## config.mk

```make
export PLATFORM = sky130hd
export DESIGN_NAME = mux_8to1_rr_merge
export DESIGN_NICKNAME = d
export VERILOG_FILES = /design/src/rtl/mux_merge_pkg.sv /design/src/rtl/rr_arb_8.sv /design/src/rtl/mux_8to1_rr_merge.sv
export SDC_FILE = /design/constraint.sdc
export NUM_CORES = 1
export LEC_CHECK = 0
export BUFFER_PORTS_ARGS = -buffer_cell sky130_fd_sc_hd__buf_2
export CORE_ASPECT_RATIO = 2
export CORE_MARGIN = 5
export CORE_UTILIZATION = 42
export DETAILED_ROUTE_END_ITERATION = 8
export HOLD_SLACK_MARGIN = 0.03
export PLACE_DENSITY_LB_ADDON = 0.08
export SETUP_SLACK_MARGIN = 0.4
export SYNTH_ARGS = -nofsm -noshare
export SYNTH_HDL_FRONTEND = slang
export SYNTH_SLANG_ARGS = --single-unit
export TNS_END_PERCENT = 1
```

## constraint.sdc

```tcl
create_clock -name clk -period 5.28 [get_ports clk]
set_input_delay 1.056 -clock clk [delete_from_list [all_inputs] [get_ports clk]]
set_output_delay 1.056 -clock clk [all_outputs]
set_load 0.02 [all_outputs]
```

## src/rtl/mux_merge_pkg.sv

```systemverilog
// Shared constants and the channel-index type for the 8:1 round-robin merge.
package mux_merge_pkg;
  localparam int N_CH  = 8;
  localparam int SEL_W = 3;
  typedef logic [SEL_W-1:0] ch_idx_t;
endpackage

```

## src/rtl/rr_arb_8.sv

```systemverilog
// Combinational 8-way round-robin arbiter: rotate requests by ptr, pick the lowest, rotate back.
module rr_arb_8
  import mux_merge_pkg::*;
(
  input  logic [N_CH-1:0] req,
  input  ch_idx_t         ptr,
  input  logic            en,
  output logic [N_CH-1:0] gnt,
  output ch_idx_t         gnt_idx,
  output logic            gnt_vld
);

  logic [2*N_CH-1:0] req_dbl;
  logic [N_CH-1:0]   req_rot;
  ch_idx_t           off;
  logic              found;

  // req_rot[0] is the request at ptr, req_rot[1] the one after it, and so on.
  assign req_dbl = {req, req} >> ptr;
  assign req_rot = req_dbl[N_CH-1:0];

  always_comb begin
    off   = '0;
    found = 1'b0;
    for (int i = N_CH - 1; i >= 0; i--) begin
      if (req_rot[i]) begin
        off   = ch_idx_t'(i);
        found = 1'b1;
      end
    end
  end

  assign gnt_idx = ptr + off;
  assign gnt_vld = en & found;
  assign gnt     = gnt_vld ? (N_CH'(1) << gnt_idx) : '0;

endmodule

```

## src/rtl/mux_8to1_rr_merge.sv

```systemverilog
// Merges eight valid/ready channels into one registered stream tagged with its source index.
module mux_8to1_rr_merge
  import mux_merge_pkg::*;
#(
  parameter int DATA_W = 8
) (
  input  logic                   clk,
  input  logic                   rst_n,
  input  logic [N_CH-1:0]        in_valid,
  input  logic [N_CH*DATA_W-1:0] in_data,
  output logic [N_CH-1:0]        in_ready,
  output logic                   out_valid,
  output logic [DATA_W-1:0]      out_data,
  output logic [SEL_W-1:0]       out_sel,
  input  logic                   out_ready
);

  // Handshake: a beat moves on any side exactly when valid and ready are both high
  // at the rising edge; valid never depends on ready, and the output holds while stalled.
  logic              load_en;
  logic [N_CH-1:0]   gnt;
  ch_idx_t           gnt_idx;
  logic              gnt_vld;
  ch_idx_t           rr_ptr;
  logic [DATA_W-1:0] gnt_data;

  assign load_en = ~out_valid | out_ready;

  rr_arb_8 u_arb (
    .req     (in_valid),
    .ptr     (rr_ptr),
    .en      (load_en & rst_n),
    .gnt     (gnt),
    .gnt_idx (gnt_idx),
    .gnt_vld (gnt_vld)
  );

  assign in_ready = gnt;

  always_comb begin
    gnt_data = '0;
    for (int i = 0; i < N_CH; i++) begin
      if (gnt_idx == ch_idx_t'(i)) gnt_data = in_data[i*DATA_W +: DATA_W];
    end
  end

  always_ff @(posedge clk or negedge rst_n) begin
    if (!rst_n) begin
      out_valid <= 1'b0;
      out_data  <= '0;
      out_sel   <= '0;
      rr_ptr    <= '0;
    end else if (gnt_vld) begin
      out_valid <= 1'b1;
      out_data  <= gnt_data;
      out_sel   <= gnt_idx;
      rr_ptr    <= gnt_idx + 3'd1;
    end else if (out_ready) begin
      out_valid <= 1'b0;
    end
  end

endmodule

```

==> results.md <==
* Synth top area share at 0.194
* DRC viols at 0
* Post-route minimum period at between 4 and 5 ns
* Fillers at 460
* # rows at 35
* Crit path launch: in_valid[1]
* DP Wirelength at about 6000 µm
* Buf+Inv Stages, Crit Path at 4
* Vias per cell at around 5.6
* Clk slew on worst S/H paths at 0.06 ns
* Antenna Nets Post-Route at 0
* Worst skew pair latency at 0.25 ns
* Part of the cycle the worst path needs at 0.933
* Worst-Margin Slew at 0.536 ns
* Synth area leader: dfrtp_1
* TritonCTS clock tree: yes
* Family with the most delay on the worst path: adder cells
* DR iter-0 viols at just under 90
* Wire per inst at about 16 µm
* Global-route wire length before repair at approximately 11000 µm
* CP cell instances: buf_8 > mux2_4 > nor2_4 > a21oi_2 > nand2b_4 > nand2_2 > a221o_1 > a21oi_1 > o32ai_1 > ha_2 > inv_2 > fa_2 > xor2_2 > xnor2_2 > inv_2 > ha_4 > and3_4 > buf_6
* Endpoint class of the critical path: primary output
* Placed Area at roughly 0.0025 mm²
* Buffers on Ports at 94
* Die Height at between 100 and 150 µm
* H-tree levels at 1
* Fin Clk Skew at 0.00306 ns
* Synth-to-layout area growth at 46.7%
* Max Cap Viol at 0
* Die Span X at ~58 µm
* Vias in the first global route at ~2600
* Total Routing Usage GR at 0.235
* Req. time, crit path at 4.22 ns
* Final nets at approximately 470
* Diodes inserted at 0
* Crit start category: primary input
* Synth cell types at 40
* Critical Path AT at about 3.9 ns
* FMAX at 203 MHz
* Post-synth EDFFs at 0
* Largest net degree at the start of global routing at 29
* R2r startpoint: rr_ptr[1]$_DFFE_PN0P_
* CP dominant cell by count: inv_2
* Net count after synthesis at around 370
* Die area at a little over 0.006 mm²
* Synth Register Bits at 15
* Final hold slack at between 0.4 and 0.5 ns
* Share of cells above drive strength 1 at 0.424
* CTS Root Buffer Type: clkbuf_8
* TNS Setup at 0 ns
* Total wire length at between 7000 and 8000 µm
* Total gr overflow at 0
* Relative slew slack at 0.643
* XOR/XNOR Fraction of Synth Area at 0.0130
* IO Count at 95
* Compound-Gate Fraction of Synth Area at 0.287
* Setup CP Type: in2out
* Hold Violations, Final at 0
* Avg Cell Area, Syn at around 6.7 µm²
* CP max FO at 3
* Clock tree buffer depth at 2
* Initial antenna violation count at 0
* Status: finished, final reports clean
* Vias at 2488
* Clk sinks at 15
* RSZ-0062 raised after global routing: yes
* Largest family of logic cells by synthesized area: simple AND/OR/NAND/NOR gates
* Core ar. at around 0.0046 mm²
* Final setup viols at 0
* HP Class: reg2reg
* Simple-Gate Fraction of Synth Area at 0.315
* Slowest cell on crit path: fa_2
* Top_reg_cell synth: dfrtp_1
* CTS Buf Count at 3
* Pre-antenna DRT Iters at 5
* Max Slew Vio Count at 0
* Register area share after synthesis at 0.194
* Asr flop ratio synth at 1.00
* Mapped cell area at 0.00193 mm²
* Warnings from Yosys at 0
* Worst Hold Launch: out_sel[0]$_DFFE_PN0P_
* Synth Area in Adders at 0.0557
* Multi-input gate area at 0.00158 mm²
* Proportion of synthesized area in mux cells at 0.0544
* Synth top area cells: dfrtp_1, a21oi_1, nor2_1
* Synth Instances at 290
* Crit path largest cell delay at around 0.34 ns
* Reg area at about 380 µm²
* Initial core utilization at 0.424
* Placer Congestion at approximately 0.9
* Cell area after layout at about 0.0028 mm²
## repair_timing
action                                  4_1_cts  5_1_grt
hold buffers                                  0        0
endpoints found under the setup margin        8        8
resized for setup                            41       34
pin swaps                                    11       13
buffers inserted                              4        2
hold endpoints to repair                      0        0
## final cells by class
type,count,area share
Clock buffer,4,0.0159
Tap cell,55,0.0243
Timing Repair Buffer,115,0.250
Sequential cell,15,0.133
Inverter,15,0.0199
Multi-Input combinational cell,240,0.557
## layout by cell type, fill, tap and decap left out, types with 4 or more instances in the layout
cell / netlist / routed
a21oi_1: 44 / 42
a31oi_1: 5 / 5
buf_2: 2 / 80
buf_4: 0 / 22
buf_6: 3 / 8
dfrtp_1: 15 / 14
inv_1: 15 / 11
inv_2: 0 / 4
mux2i_2: 0 / 4
nand2_1: 30 / 28
nand3_1: 4 / 4
nor2_1: 35 / 32
nor3_1: 20 / 18
nor3b_1: 8 / 7
nor4_1: 8 / 8
o211ai_1: 6 / 6
o21ai_0: 21 / 18
o21ai_1: 3 / 4
or3_1: 4 / 4
## state kept, by name (all words and copies together), names as in the netlist
name,flops
out_data,8
out_sel,3
out_valid,1
rr_ptr,3
## worst paths after layout
kind	depth (start not counted)	end	slack (ns)
max in group asynchronous	1	rr_ptr[1]$_DFFE_PN0P_	4.29
hold / removal	1	out_sel[0]$_DFFE_PN0P_	0.48
setup reg to reg	20	out_data[3]$_DFFE_PN0P_	0.92
setup / recovery	18	in_ready[3]	0.35
hold reg to reg	1	out_sel[0]$_DFFE_PN0P_	0.48
min in group asynchronous	1	out_valid$_DFFE_PN0P_	0.71
## cell usage after synthesis, types with 2 or more instances
library cell   n
nand2_1       30
a31oi_1        5
inv_1         15
or4_1          2
o21ai_1        3
nor4_1         8
nand2b_1       4
and2_1         5
nor2_1        35
nor3_1        20
o31ai_2        3
a21oi_1       44
buf_2          2
mux2i_1        6
or3_1          4
nand3_1        4
and3_1         4
dfrtp_1       15
o21ai_0       21
mux2_2         4
nor3b_1        8
o31ai_1        2
o211ai_1       6
buf_6          3
o21a_1         2
ha_1           7
clkbuf_1      15
## through the flow
step	utilization	instances	setup slack (ns)
finish	0.622	444	0.352
global route	0.622	444	0.200
CTS	0.593	442	0.361
detailed placement	0.549	434	0.165
global placement	0.549	434	0.181
floorplan	-	290	0.207
## per-layer routing
layer / part of all wire / track usage / vias up
met5: 0 / 0 / -
met3: 0.045 / 0.0182 / 21
li1: - / - / 1231
met2: 0.60 / 0.481 / 84
met4: 0.038 / 0.136 / 0
met1: 0.31 / 0.205 / 1152
## cell families (layout without fill, tap and decap cells)
| logic type | Yosys count | after routing |
|---|---|---|
| AOI/OAI and AO/OA | 94 | 94 |
| xor gates and xnor gates | 2 | 2 |
| adders and majority gates | 8 | 8 |
| buffers and inverters | 35 | 134 |
| DFF | 15 | 15 |
| muxes | 10 | 10 |
| and+or+nand+nor | 126 | 126 |
Power is not shown: default switching activity piles up to over one toggle a cycle in this logic, so the estimate is an artifact.
